[config.mk]
export PLATFORM = sky130hd
export DESIGN_NAME = pipelined_ctrl_decoder
export DESIGN_NICKNAME = d
export VERILOG_FILES = /design/src/rtl/pipelined_ctrl_decoder.sv
export SDC_FILE = /design/constraint.sdc
export NUM_CORES = 1
export LEC_CHECK = 0
export CAP_MARGIN = 10
export CORE_MARGIN = 2
export CORE_UTILIZATION = 45
export DETAILED_ROUTE_END_ITERATION = 12
export GPL_TIMING_DRIVEN = 1
export PLACE_DENSITY = 0.8
export REMOVE_ABC_BUFFERS = 1
export SLEW_MARGIN = 5
export SYNTH_ARGS = -nofsm -noshare
export SYNTH_HDL_FRONTEND = slang
export SYNTH_SLANG_ARGS = --single-unit
[constraint.sdc]
create_clock -name clk -period 2.5 [get_ports clk]
set_input_delay 0.625 -clock clk [delete_from_list [all_inputs] [get_ports clk]]
set_output_delay 0.625 -clock clk [all_outputs]
set_load 0.05 [all_outputs]
[src/rtl/pipelined_ctrl_decoder.sv]
`default_nettype none
// ============================================================================
// Module      : pipelined_ctrl_decoder
// Description : Registered RV32IM decode/control stage between IF/ID and
//               ID/EX. Accepts one instruction per valid/ready handshake,
//               decodes all datapath controls into an output register and
//               holds issue for MUL_LAT / DIV_LAT cycles on M-extension ops.
// Revision    : 1.0 - initial release
// ----------------------------------------------------------------------------
// Optional feature macro: ILLEGAL_TRAP_EN
//   defined   -> extra output 'illegal', registered with the bundle
//   undefined -> illegal encodings become all-zero control bubbles
// ----------------------------------------------------------------------------
// Ports
//   clk        in   rising-edge clock
//   rst        in   synchronous, active-low reset
//   in_valid   in   instr is valid
//   in_ready   out  stage can accept instr this cycle
//   instr      in   [31:0] RV32 instruction word
//   flush      in   discard held / in-progress instruction
//   out_valid  out  control bundle is valid
//   out_ready  in   downstream consumes bundle this cycle
//   reg_write, mem_write, mem_read, alu_src, branch, jump, jump_reg,
//   b_zero     out  single-bit controls
//   result_src out  [1:0] 00 ALU, 01 mem, 10 PC+4
//   imm_type   out  [2:0] 000 I, 001 S, 010 B, 011 U, 100 J
//   alu_ctrl   out  [ALUCTRL_W-1:0] ALU operation
//   pc_sel     out  [1:0] 00 normal, 01 AUIPC, 10 LUI
//   busy       out  multi-cycle op in progress
//   illegal    out  (ILLEGAL_TRAP_EN only) bundle came from illegal encoding
// ============================================================================
module pipelined_ctrl_decoder #(
    parameter int ALUCTRL_W = 5,
    parameter int MUL_LAT   = 2,
    parameter int DIV_LAT   = 33,
    parameter int CNT_W     = 6
) (
    input  logic                 clk,
    input  logic                 rst,
    input  logic                 in_valid,
    output logic                 in_ready,
    input  logic [31:0]          instr,
    input  logic                 flush,
    output logic                 out_valid,
    input  logic                 out_ready,
    output logic                 reg_write,
    output logic                 mem_write,
    output logic                 mem_read,
    output logic                 alu_src,
    output logic                 branch,
    output logic                 jump,
    output logic                 jump_reg,
    output logic                 b_zero,
    output logic [1:0]           result_src,
    output logic [2:0]           imm_type,
    output logic [ALUCTRL_W-1:0] alu_ctrl,
    output logic [1:0]           pc_sel,
    output logic                 busy
`ifdef ILLEGAL_TRAP_EN
    ,
    output logic                 illegal
`endif
);

    // ------------------------------------------------------------------
    // Opcodes and ALU encodings
    // ------------------------------------------------------------------
    localparam logic [6:0] c_OP_R      = 7'b0110011;
    localparam logic [6:0] c_OP_IMM    = 7'b0010011;
    localparam logic [6:0] c_OP_LOAD   = 7'b0000011;
    localparam logic [6:0] c_OP_STORE  = 7'b0100011;
    localparam logic [6:0] c_OP_BRANCH = 7'b1100011;
    localparam logic [6:0] c_OP_LUI    = 7'b0110111;
    localparam logic [6:0] c_OP_AUIPC  = 7'b0010111;
    localparam logic [6:0] c_OP_JAL    = 7'b1101111;
    localparam logic [6:0] c_OP_JALR   = 7'b1100111;

    localparam logic [6:0] c_F7_BASE   = 7'b0000000;
    localparam logic [6:0] c_F7_ALT    = 7'b0100000;
    localparam logic [6:0] c_F7_MULDIV = 7'b0000001;

    localparam logic [ALUCTRL_W-1:0] c_ALU_ADD  = ALUCTRL_W'(0);
    localparam logic [ALUCTRL_W-1:0] c_ALU_SUB  = ALUCTRL_W'(1);
    localparam logic [ALUCTRL_W-1:0] c_ALU_AND  = ALUCTRL_W'(2);
    localparam logic [ALUCTRL_W-1:0] c_ALU_OR   = ALUCTRL_W'(3);
    localparam logic [ALUCTRL_W-1:0] c_ALU_XOR  = ALUCTRL_W'(4);
    localparam logic [ALUCTRL_W-1:0] c_ALU_SLT  = ALUCTRL_W'(5);
    localparam logic [ALUCTRL_W-1:0] c_ALU_SLTU = ALUCTRL_W'(6);
    localparam logic [ALUCTRL_W-1:0] c_ALU_SLL  = ALUCTRL_W'(7);
    localparam logic [ALUCTRL_W-1:0] c_ALU_SRL  = ALUCTRL_W'(8);
    localparam logic [ALUCTRL_W-1:0] c_ALU_SRA  = ALUCTRL_W'(9);
    localparam logic [ALUCTRL_W-1:0] c_ALU_MUL  = ALUCTRL_W'(10);

    localparam logic [CNT_W-1:0] c_MUL_CNT = CNT_W'(MUL_LAT - 1);
    localparam logic [CNT_W-1:0] c_DIV_CNT = CNT_W'(DIV_LAT - 1);

    typedef enum logic [1:0] {
        S_IDLE  = 2'd0,
        S_HOLD  = 2'd1,
        S_MULTI = 2'd2
    } state_t;

    typedef struct packed {
        logic                 reg_write;
        logic                 mem_write;
        logic                 mem_read;
        logic                 alu_src;
        logic                 branch;
        logic                 jump;
        logic                 jump_reg;
        logic                 b_zero;
        logic [1:0]           result_src;
        logic [2:0]           imm_type;
        logic [ALUCTRL_W-1:0] alu_ctrl;
        logic [1:0]           pc_sel;
        logic                 illegal;
    } ctrl_t;

    // Register-register / register-immediate share one funct3 mapping;
    // SUB and SRA are resolved by the caller from funct7.
    function automatic logic [ALUCTRL_W-1:0] alu_from_f3(input logic [2:0] f3);
        case (f3)
            3'b000:  alu_from_f3 = c_ALU_ADD;
            3'b001:  alu_from_f3 = c_ALU_SLL;
            3'b010:  alu_from_f3 = c_ALU_SLT;
            3'b011:  alu_from_f3 = c_ALU_SLTU;
            3'b100:  alu_from_f3 = c_ALU_XOR;
            3'b101:  alu_from_f3 = c_ALU_SRL;
            3'b110:  alu_from_f3 = c_ALU_OR;
            default: alu_from_f3 = c_ALU_AND;
        endcase
    endfunction

    // ------------------------------------------------------------------
    // Signals
    // ------------------------------------------------------------------
    state_t            state_q, state_d;
    logic [CNT_W-1:0]  cnt_q, cnt_d;
    ctrl_t             ctrl_q, ctrl_d;
    ctrl_t             w_dec;
    logic              w_is_m;
    logic              w_ill;
    logic              w_accept;

    logic [6:0]        w_opcode;
    logic [2:0]        w_funct3;
    logic [6:0]        w_funct7;
    logic              w_unused_instr;

    assign w_opcode = instr[6:0];
    assign w_funct3 = instr[14:12];
    assign w_funct7 = instr[31:25];
    assign w_unused_instr = ^{instr[24:15], instr[11:7]};

    // ------------------------------------------------------------------
    // Combinational decode
    // ------------------------------------------------------------------
    always_comb begin
        w_dec  = '0;
        w_is_m = 1'b0;
        w_ill  = 1'b0;
        case (w_opcode)
            c_OP_R: begin
                w_dec.reg_write = 1'b1;
                case (w_funct7)
                    c_F7_BASE: w_dec.alu_ctrl = alu_from_f3(w_funct3);
                    c_F7_ALT: begin
                        if (w_funct3 == 3'b000)      w_dec.alu_ctrl = c_ALU_SUB;
                        else if (w_funct3 == 3'b101) w_dec.alu_ctrl = c_ALU_SRA;
                        else                         w_ill = 1'b1;
                    end
                    c_F7_MULDIV: begin
                        // MUL..REMU are numbered consecutively from MUL in funct3 order
                        w_is_m         = 1'b1;
                        w_dec.alu_ctrl = c_ALU_MUL + ALUCTRL_W'(w_funct3);
                    end
                    default: w_ill = 1'b1;
                endcase
            end
            c_OP_IMM: begin
                w_dec.reg_write = 1'b1;
                w_dec.alu_src   = 1'b1;
                w_dec.alu_ctrl  = alu_from_f3(w_funct3);
                if (w_funct3 == 3'b001 && w_funct7 != c_F7_BASE) begin
                    w_ill = 1'b1;
                end else if (w_funct3 == 3'b101) begin
                    if (w_funct7 == c_F7_ALT)       w_dec.alu_ctrl = c_ALU_SRA;
                    else if (w_funct7 != c_F7_BASE) w_ill = 1'b1;
                end
            end
            c_OP_LOAD: begin
                w_dec.reg_write  = 1'b1;
                w_dec.mem_read   = 1'b1;
                w_dec.alu_src    = 1'b1;
                w_dec.result_src = 2'b01;
                // LB LH LW LBU LHU only
                if (w_funct3 == 3'b011 || w_funct3[2:1] == 2'b11) w_ill = 1'b1;
            end
            c_OP_STORE: begin
                w_dec.mem_write = 1'b1;
                w_dec.alu_src   = 1'b1;
                w_dec.imm_type  = 3'b001;
                if (w_funct3[2] || w_funct3 == 3'b011) w_ill = 1'b1;
            end
            c_OP_BRANCH: begin
                w_dec.branch   = 1'b1;
                w_dec.imm_type = 3'b010;
                case (w_funct3)
                    3'b000:  begin w_dec.alu_ctrl = c_ALU_SUB;  w_dec.b_zero = 1'b0; end
                    3'b001:  begin w_dec.alu_ctrl = c_ALU_SUB;  w_dec.b_zero = 1'b1; end
                    3'b100:  begin w_dec.alu_ctrl = c_ALU_SLT;  w_dec.b_zero = 1'b1; end
                    3'b101:  begin w_dec.alu_ctrl = c_ALU_SLT;  w_dec.b_zero = 1'b0; end
                    3'b110:  begin w_dec.alu_ctrl = c_ALU_SLTU; w_dec.b_zero = 1'b1; end
                    3'b111:  begin w_dec.alu_ctrl = c_ALU_SLTU; w_dec.b_zero = 1'b0; end
                    default: w_ill = 1'b1;
                endcase
            end
            c_OP_LUI: begin
                w_dec.reg_write = 1'b1;
                w_dec.alu_src   = 1'b1;
                w_dec.imm_type  = 3'b011;
                w_dec.pc_sel    = 2'b10;
            end
            c_OP_AUIPC: begin
                w_dec.reg_write = 1'b1;
                w_dec.alu_src   = 1'b1;
                w_dec.imm_type  = 3'b011;
                w_dec.pc_sel    = 2'b01;
            end
            c_OP_JAL: begin
                w_dec.reg_write  = 1'b1;
                w_dec.jump       = 1'b1;
                w_dec.result_src = 2'b10;
                w_dec.imm_type   = 3'b100;
            end
            c_OP_JALR: begin
                w_dec.reg_write  = 1'b1;
                w_dec.jump_reg   = 1'b1;
                w_dec.alu_src    = 1'b1;
                w_dec.result_src = 2'b10;
                if (w_funct3 != 3'b000) w_ill = 1'b1;
            end
            default: w_ill = 1'b1;
        endcase

        // Illegal encodings travel as an all-zero bubble
        if (w_ill) begin
            w_dec         = '0;
            w_dec.illegal = 1'b1;
            w_is_m        = 1'b0;
        end
    end

    // ------------------------------------------------------------------
    // Handshake
    // ------------------------------------------------------------------
    assign in_ready = rst & ~flush &
                      ((state_q == S_IDLE) | ((state_q == S_HOLD) & out_ready));
    assign w_accept = in_valid & in_ready;

    // ------------------------------------------------------------------
    // Next-state logic
    // ------------------------------------------------------------------
    always_comb begin
        state_d = state_q;
        cnt_d   = cnt_q;
        ctrl_d  = ctrl_q;
        if (flush) begin
            state_d = S_IDLE;
            cnt_d   = '0;
            ctrl_d  = '0;
        end else begin
            case (state_q)
                S_IDLE, S_HOLD: begin
                    if (w_accept) begin
                        ctrl_d = w_dec;
                        if (w_is_m) begin
                            state_d = S_MULTI;
                            cnt_d   = w_funct3[2] ? c_DIV_CNT : c_MUL_CNT;
                        end else begin
                            state_d = S_HOLD;
                        end
                    end else if (state_q == S_HOLD && out_ready) begin
                        state_d = S_IDLE;
                    end
                end
                S_MULTI: begin
                    if (cnt_q == '0) state_d = S_HOLD;
                    else             cnt_d   = cnt_q - CNT_W'(1);
                end
                default: begin
                    state_d = S_IDLE;
                    cnt_d   = '0;
                end
            endcase
        end
    end

    always_ff @(posedge clk) begin
        if (!rst) begin
            state_q <= S_IDLE;
            cnt_q   <= '0;
            ctrl_q  <= '0;
        end else begin
            state_q <= state_d;
            cnt_q   <= cnt_d;
            ctrl_q  <= ctrl_d;
        end
    end

    // ------------------------------------------------------------------
    // Outputs
    // ------------------------------------------------------------------
    assign out_valid  = (state_q == S_HOLD);
    assign busy       = (state_q == S_MULTI);
    assign reg_write  = ctrl_q.reg_write;
    assign mem_write  = ctrl_q.mem_write;
    assign mem_read   = ctrl_q.mem_read;
    assign alu_src    = ctrl_q.alu_src;
    assign branch     = ctrl_q.branch;
    assign jump       = ctrl_q.jump;
    assign jump_reg   = ctrl_q.jump_reg;
    assign b_zero     = ctrl_q.b_zero;
    assign result_src = ctrl_q.result_src;
    assign imm_type   = ctrl_q.imm_type;
    assign alu_ctrl   = ctrl_q.alu_ctrl;
    assign pc_sel     = ctrl_q.pc_sel;

`ifdef ILLEGAL_TRAP_EN
    assign illegal = ctrl_q.illegal;
`else
    logic w_unused_illegal;
    assign w_unused_illegal = ctrl_q.illegal;
`endif

endmodule
`default_nettype wire

==> results of run 1 <==
## cells by family after synthesis
kind of cell,count (synthesis),synth area share
flops,26,0.3095
fa+ha+maj,2,0.01488
buf+inv,23,0.05655
mux,2,0.01191
xor+xnor,2,0.01042
simple gates,100,0.3438
compound gates,62,0.2530
## placed cells by master (no fill, tap or decap), types with 4 or more instances in the layout
cell type / instances
nand3_1: 4
buf_4: 57
o21ai_0: 6
inv_1: 10
nand3b_1: 4
a32o_1: 4
nand2b_1: 5
clkdlybuf4s50_1: 35
nand2_1: 25
nor2_1: 21
nor3_1: 8
a22o_1: 4
dfxtp_1: 26
dlymetal6s2s_1: 5
a21oi_1: 12
o21ai_1: 9
nor2b_1: 5
## where the power goes
part | total [W] | internal [W] | switching [W]
sequential | 0.000416 | 0.000415 | 0.000000981
clock | 0.000354 | 0.000214 | 0.000140
combinational | 0.000185 | 0.0000981 | 0.0000873
total | 0.000955 | 0.000727 | 0.000228
## routing by layer
layer | up-vias | routed length [um] | GRT usage
met3 | 7 | 228 | 0.02397
met5 | - | 0 | 0
met4 | 0 | 67 | 0.08073
met2 | 67 | 2562 | 0.4227
li1 | 988 | - | -
met1 | 926 | 2252 | 0.3351
## layout make-up
| type | count | area, sq um |
|---|---|---|
| clock inverters | 1 | 30.03 |
| inverters | 10 | 37.54 |
| fillers | 288 | 943.4 |
| multi-input cells | 168 | 1102 |
| clock buffers | 3 | 41.29 |
| repair buffers | 101 | 898.4 |
| well taps | 48 | 60.06 |
| flip-flops and latches | 26 | 520.5 |
## worst register-to-register path: stages, from the launching register on
cell	delay, ns
dfxtp_1	0.34
inv_1	0.06
ha_1	0.20
or4b_1	0.50
o31ai_2	0.32
inv_1	0.12
a31o_2	0.27
buf_4	0.14
o211a_1	0.19
## metrics by stage
step,std cells,setup slack (ns),TNS (ns)
after global placement,353,-0.3243,-5.281
after detailed placement,353,-0.3375,-5.765
after CTS,357,0.02576,0
final,357,0.06974,0
after floorplan,204,-0.05217,-0.05217
after global routing,357,0.00005951,0
## timing repair
| action | in CTS | in global routing |
|---|---|---|
| resized for setup | 4 | 10 |
| endpoints found under the setup margin | 3 | 12 |
| hold buffers | 0 | 0 |
| endpoints found under the hold margin | 0 | 0 |
| pin swaps | 6 | 2 |
| gates cloned | 0 | 0 |
## worst min-delay path by stage
stage,to,from,slack (ns)
6_report,jump_reg,jump_reg,0.45
5_1_grt,branch,branch,0.48
4_1_cts,jump_reg,jump_reg,0.45
3_5_place_dp,jump_reg,jump_reg,0.44
3_3_place_gp,result_src[1],result_src[1],0.43
2_1_floorplan,cnt_q[1],cnt_q[1],0.46
==> flow_summary.json, run 1 <==
{
  "fmax_mhz": 411.5,
  "timing.slew.headroom": 0.6634,
  "drtIter0Drc": 159,
  "synth.distinct_cells": 54,
  "fin_worst_skew_ns": 0.005192,
  "routed_wl_um": 5111,
  "required_ns": 2.72,
  "io_pins": 60,
  "routedWlPerCell_um": 14.32,
  "core_sq_um": 3633,
  "critPathBufInv": 2,
  "critPathLaunchType": "input port",
  "diodes": 0,
  "power_density_nw_per_um2": 355.0,
  "fin_crit_ns": 2.430,
  "startpoint": "instr[14]",
  "p_total_w": 0.0009550,
  "synth_ff_type": "dfxtp_1",
  "hold_viol_final": 0,
  "synthTopCellsByCount": "dfxtp_1, nand2_1, nor2_1",
  "ys_async_sr_fraction": 0,
  "fin_area_sq_um": 2690,
  "reg2regPathDepth": 8,
  "clk_pin_slew_worst_paths_ns": 0.10,
  "worstSetupPathType": "input port to flop",
  "largest_register": "cnt_q",
  "r2r_end": "cnt_q[0]",
  "cts_root_buf": "clkbuf_8",
  "cp_num_cells": 9,
  "cts_buffers": 3,
  "hold-path-cell-count": 2,
  "die_w_um": 65.13,
  "tightest_slew_ns": 0.5033,
  "post-route-period-util": 0.9721,
  "rows": 22,
  "globalplace.congestion": 0.8933,
  "crit_path_end_kind": "flop",
  "antenna_found_initial": 0,
  "path_cells": "clkdlybuf4s50_1, ha_1, or3b_2, nand4_1, a32o_2, nor3b_4, buf_4, a211oi_1, o21a_1",
  "r2r-start": "cnt_q[0]",
  "post_cts_buffers": 0,
  "hold_class": "flop to flop",
  "h-tree-depth": 1,
  "gr-usage-all-layers": 0.2495,
  "avgSynthCellArea_sq_um": 7.749,
  "via_per_inst": 5.569,
  "ant_nets": 0,
  "ys_warn_count": 0,
  "cap_violations": 0,
  "outcome": "finished clean",
  "slowest_stage": "clkdlybuf4s50_1",
  "holdWs_ns": 0.4475,
  "clock_latency_ns": 0.28,
  "grt_pass1_wl_um": 8507,
  "cts_tree": "done",
  "r2r_setup_slack_ns": 0.26,
  "synth_top_area_cell": "dfxtp_1",
  "crit_end": "cnt_q[2]",
  "synth_most_common_cell": "dfxtp_1",
  "drv_slew": 0,
  "ys_ff_latch": 26,
  "critPathTopFamily": "buffers and inverters",
  "slowest_delay_ns": 0.52,
  "grt_pass1_vias": 1950,
  "rsz0062_at_grt": "false",
  "clock_path_buffers": 2,
  "crit_fanout": 3,
  "synth_edf_count": 0,
  "drc": 0,
  "initial_core_util": 0.4628,
  "firstDrtPassIters": 4,
  "cts_sinks": 26,
  "crit_arrival_ns": 2.65,
  "drive_above_1_share": 0.2589,
  "synthCells": 217,
  "finalSetupViolations": 0,
  "leakage_nw": 1.156,
  "design.die.area_sq_um": 4242,
  "grt_max_degree": 18,
  "ys_seq_area_frac": 0.3095,
  "syn_area_sq_um": 1682,
  "die_y_um": 65.13,
  "vias": 1988,
  "largest_register_ffs": 6,
  "fin_nets": 349,
  "numPortBuffers": 44,
  "synth_area_leaders": "dfxtp_1, nand2_1, nor2_1",
  "yosysTopAreaCellShare": 0.3095,
  "syn2layout_area_growth_pct": 59.97,
  "overflow": 0,
  "placed_cell_area_sq_um": 2572,
  "max-vdd-ir-drop_mv": 0.1829,
  "final_util": 0.7404,
  "dp_hpwl_um": 3923
}
(Power assumes the default switching activity.)
==> inputs of run 2 (changes only) <==
- CORE_UTILIZATION: 45 -> 46
- CTS_BUF_LIST: not set -> sky130_fd_sc_hd__clkbuf_4
- GPL_TIMING_DRIVEN: 1 -> 0
- PLACE_DENSITY: 0.8 -> 0.82
- RECOVER_POWER: not set -> 50
==> flow_summary.json, run 2 (synthesis gave the netlist of run 1 again) <==
{
  "grt_pass1_vias": 1541,
  "dp_hpwl_um": 3140,
  "cts_hold_buf": 0,
  "die_w_um": 64.46,
  "routedWlPerCell_um": 14.45,
  "p_seq_frac": 0.495,
  "final_cell_mix": "dfxtp_1, nand2_1, nor2_1, dlygate4sd3_1",
  "vias": 1817,
  "core_sq_um": 3416,
  "setup_tns_ns": 0,
  "cap_violations": 0,
  "drive_above_1_share": 0.1020,
  "violations": "design-rule violations",
  "pwr-share-comb": 0.158,
  "routed_wl_um": 4348,
  "cts_sinks": 26,
  "die_y_um": 64.46,
  "power_switching_w": 0.0002085,
  "crit_path_end_kind": "flop",
  "clock_latency_ns": 0.32,
  "via_per_inst": 6.037,
  "io_pins": 60,
  "grt_max_degree": 21,
  "firstDrtPassIters": 12,
  "crit_arrival_ns": 2.70,
  "final_common_cell": "dfxtp_1",
  "crit_fanout": 14,
  "cts_root_buf": "clkbuf_4",
  "fin_crit_ns": 2.461,
  "cts_tree": "done",
  "drc": 1,
  "rows": 21,
  "overflow": 0,
  "critPathLaunchType": "input port",
  "required_ns": 2.74,
  "cts_buffers": 3,
  "finalSetupViolations": 0,
  "switching_share": 0.2478,
  "final_util": 0.6634,
  "worstSetupPathType": "input port to flop",
  "tightest_slew_ns": 0.7526,
  "p_total_w": 0.0008413,
  "syn2layout_area_growth_pct": 34.75,
  "diodes": 0,
  "outcome": "finished, violations left",
  "largest_register_ffs": 6,
  "power_density_nw_per_um2": 371.3,
  "initial_core_util": 0.4923,
  "design.die.area_sq_um": 4155,
  "hold_viol_final": 0,
  "h-tree-depth": 1,
  "largest_register": "cnt_q",
  "antenna_found_initial": 0,
  "max-vdd-ir-drop_mv": 0.2672,
  "grt_pass1_wl_um": 7044,
  "fin_nets": 295,
  "fin_worst_skew_ns": 0.005828,
  "pwr-share-clk": 0.347,
  "drv_slew": 0,
  "leakage_nw": 0.9728,
  "p_int_w": 0.0006328,
  "holdWs_ns": 0.4508,
  "clock_path_buffers": 2,
  "ant_nets": 0,
  "gr-usage-all-layers": 0.2056,
  "hold_class": "flop to flop",
  "drtIter0Drc": 164,
  "clk_pin_slew_worst_paths_ns": 0.15,
  "post-route-period-util": 0.9846,
  "timing.slew.headroom": 0.4936,
  "globalplace.congestion": 0.9077,
  "fmax_mhz": 406.3,
  "numPortBuffers": 44
}
## run 2: path summary, 6_finish.rpt
check	to	slack, ns	from	depth (start not counted)
max	jump	0.04	instr[13]	8
min	imm_type[0]	0.45	imm_type[0]	2
max reg2reg	cnt_q[0]	0.22	cnt_q[0]	7
min reg2reg	imm_type[0]	0.45	imm_type[0]	2
## run 2: power by group through the flow
stage / registers (W) / logic [W] / clock network, W
floorplan: 0.000425 / 0.0000544 / 0
CTS: 0.000416 / 0.000124 / 0.000299
global route: 0.000417 / 0.000142 / 0.000312
detailed placement: 0.000425 / 0.000126 / 0
finish: 0.000416 / 0.000133 / 0.000292
global placement: 0.000425 / 0.000124 / 0
## run 2: area by class of cell
class                           count  area, sq um
Multi-Input combinational cell    168         1126
Sequential cell                    26        520.5
Clock inverter                      1        30.03
Inverter                           10        37.54
Fill cell                         293         1150
Clock buffer                        3        22.52
Timing Repair Buffer               47        471.7
Tap cell                           46        57.56
## run 2: what timing repair did
item,CTS,global route
gates resized for setup,12,21
pin swaps,3,9
setup buffers,2,0
endpoints found under the setup margin,24,24
## run 2: metrics by stage
stage	instances	worst slack, ns	cell area [sq um]
floorplan	204	-0.05217	1624
global placement	294	-0.5719	2122
detailed placement	294	-0.6296	2122
CTS	300	0.005008	2185
global route	301	-0.02759	2266
finish	301	0.03853	2266
## run 2: worst max-delay path, stage by stage
cell and delay, ns:
dlygate4sd2_1 0.50, ha_1 0.31, or3b_2 0.46, nand4_1 0.10, a32o_2 0.21, nor4b_4 0.06
buf_4 0.18, a32o_1 0.25
## run 2: routing by layer
| metal | global-route usage | wire, um | part of all wire |
|---|---|---|---|
| met1 | 0.3048 | 1988 | 0.46 |
| met2 | 0.3216 | 1958 | 0.45 |
| met3 | 0.02083 | 327 | 0.075 |
| met4 | 0.04787 | 74 | 0.017 |
| met5 | 0 | 0 | 0 |
==> inputs of run 3 (changes only) <==
- CORE_ASPECT_RATIO: not set -> 0.5
- PLACE_DENSITY: 0.82 -> not set
- PLACE_DENSITY_LB_ADDON: not set -> 0.15
==> flow_summary.json, run 3 (synthesis gave the netlist of run 1 again) <==
{
  "vias": 1808,
  "timing.slew.headroom": 0.5308,
  "via_per_inst": 5.889,
  "cap_violations": 0,
  "cts_root_buf": "clkbuf_4",
  "drv_slew": 0,
  "die_w_um": 89.51,
  "hold_viol_final": 0,
  "drive_above_1_share": 0.1172,
  "crit_path_end_kind": "flop",
  "worstSetupPathType": "input port to flop",
  "fin_ws_ns": 0.0005087,
  "numPortBuffers": 44,
  "fmax_mhz": 400.1,
  "outcome": "finished clean",
  "cts_sinks": 26,
  "antenna_found_initial": 0,
  "hold-path-cell-count": 2,
  "grt_pass1_vias": 1503,
  "die_y_um": 46.76,
  "required_ns": 2.74,
  "post-route-period-util": 0.9998,
  "clk_pin_slew_worst_paths_ns": 0.14,
  "h-tree-depth": 1,
  "grt_pass1_wl_um": 7079,
  "globalplace.congestion": 0.8789,
  "firstDrtPassIters": 4,
  "crit_arrival_ns": 2.73,
  "overflow": 0,
  "finalSetupViolations": 0,
  "dp_hpwl_um": 3303,
  "path_cells": "dlygate4sd2_1, or2_1, or4_4, a32o_2, nor3b_4, o22ai_2, a32o_1",
  "tightest_slew_ns": 0.6974,
  "slowest_stage": "or4_4",
  "min_from": "alu_ctrl[3]",
  "design.die.area_sq_um": 4185,
  "final_common_cell": "dfxtp_1",
  "io_pins": 60,
  "clock_path_buffers": 2,
  "initial_core_util": 0.4843,
  "reg2regPathDepth": 7,
  "critPathBufInv": 1,
  "setup_tns_ns": 0,
  "gr-usage-all-layers": 0.2234,
  "fin_worst_skew_ns": 0.005273,
  "r2r-start": "cnt_q[0]",
  "core_sq_um": 3472,
  "fin_nets": 297,
  "fin_crit_ns": 2.499,
  "place_ws_ns": -0.6597,
  "max-vdd-ir-drop_mv": 0.1972,
  "rsz0062_at_grt": "true",
  "largest_register": "cnt_q",
  "drtIter0Drc": 105,
  "grt_max_degree": 21,
  "clock_latency_ns": 0.32,
  "r2r_setup_slack_ns": 0.22,
  "rows": 15,
  "syn2layout_area_growth_pct": 32.29,
  "routedWlPerCell_um": 14.84,
  "crit_fanout": 4,
  "cts_tree": "done",
  "critPathLaunchType": "input port",
  "diodes": 0,
  "leakage_nw": 0.9357,
  "holdPathEnd": "alu_ctrl[3]",
  "ant_nets": 0,
  "routed_wl_um": 4556,
  "power_density_nw_per_um2": 327.5,
  "drc": 0,
  "final_cell_mix": "dfxtp_1, nand2_1, nor2_1, dlygate4sd3_1, a21oi_1",
  "largest_register_ffs": 6,
  "r2r_end": "cnt_q[5]",
  "hold_class": "flop to flop",
  "cts_buffers": 3,
  "slowest_delay_ns": 0.54,
  "critPathTopFamily": "simple AND/OR/NAND/NOR gates"
}
-- run 3: final cells by class --
cell class / count / area [sq um]
sequential: 26 / 520.5
clock buffer: 3 / 22.52
multi-input combinational: 168 / 1127
inverter: 10 / 37.54
fill: 305 / 1247
timing repair buffer: 49 / 452.9
tap: 51 / 63.81
-- run 3: report_power, final --
part           switching (W)  internal [W]  leakage (nW)
Clock               0.000124     0.0000565        0.0138
Sequential       0.000000965      0.000415         0.209
Combinational      0.0000784     0.0000540         0.712
-- run 3: worst max path at each step --
stage / from / end / slack (ns) / cells after the start
6_report: instr[27] / cnt_q[3] / 0.0005 / 7
5_1_grt: instr[27] / cnt_q[3] / -0.03 / 7
4_1_cts: instr[25] / cnt_q[3] / 0.0007 / 7
3_5_place_dp: instr[25] / cnt_q[4] / -0.66 / 7
3_3_place_gp: instr[5] / cnt_q[3] / -0.60 / 7
2_1_floorplan: flush / in_ready / -0.05 / 2
-- run 3: repair_timing --
item / 4_1_cts / 5_1_grt
buffers inserted: 3 / 1
pin swaps: 7 / 5
hold buffers: 0 / 0
resized for setup: 21 / 16
endpoints found under the setup margin: 24 / 23
-- run 3: routing by layer --
metal  share of wire  vias up  wire length (um)  track usage
met5               0        -                 0            0
met4               0        0                 0      0.05075
met3           0.050        0               227      0.04569
met2            0.47       54              2129       0.3644
met1            0.48      869              2199       0.3126
li1                -      885                 -            -
-- run 3: stage by stage --
stage | utilization | hold slack [ns] | power (W) | cell area [sq um] | cells
finish | 0.6407 | 0.4512 | 0.0007287 | 2225 | 307
global route | 0.6407 | 0.4835 | 0.0007665 | 2225 | 307
CTS | 0.6288 | 0.4592 | 0.0007305 | 2183 | 305
detailed placement | 0.6130 | 0.4404 | 0.0005523 | 2128 | 299
global placement | 0.6130 | 0.4337 | 0.0005508 | 2128 | 299
floorplan | - | 0.4615 | 0.0004798 | 1624 | 204
-- run 3: worst min-delay path: cells and delay by family, from the launching register on --
family	cells	cell delay, ns
compound gates	1	0.05
flops	1	0.33
simple gates	1	0.05
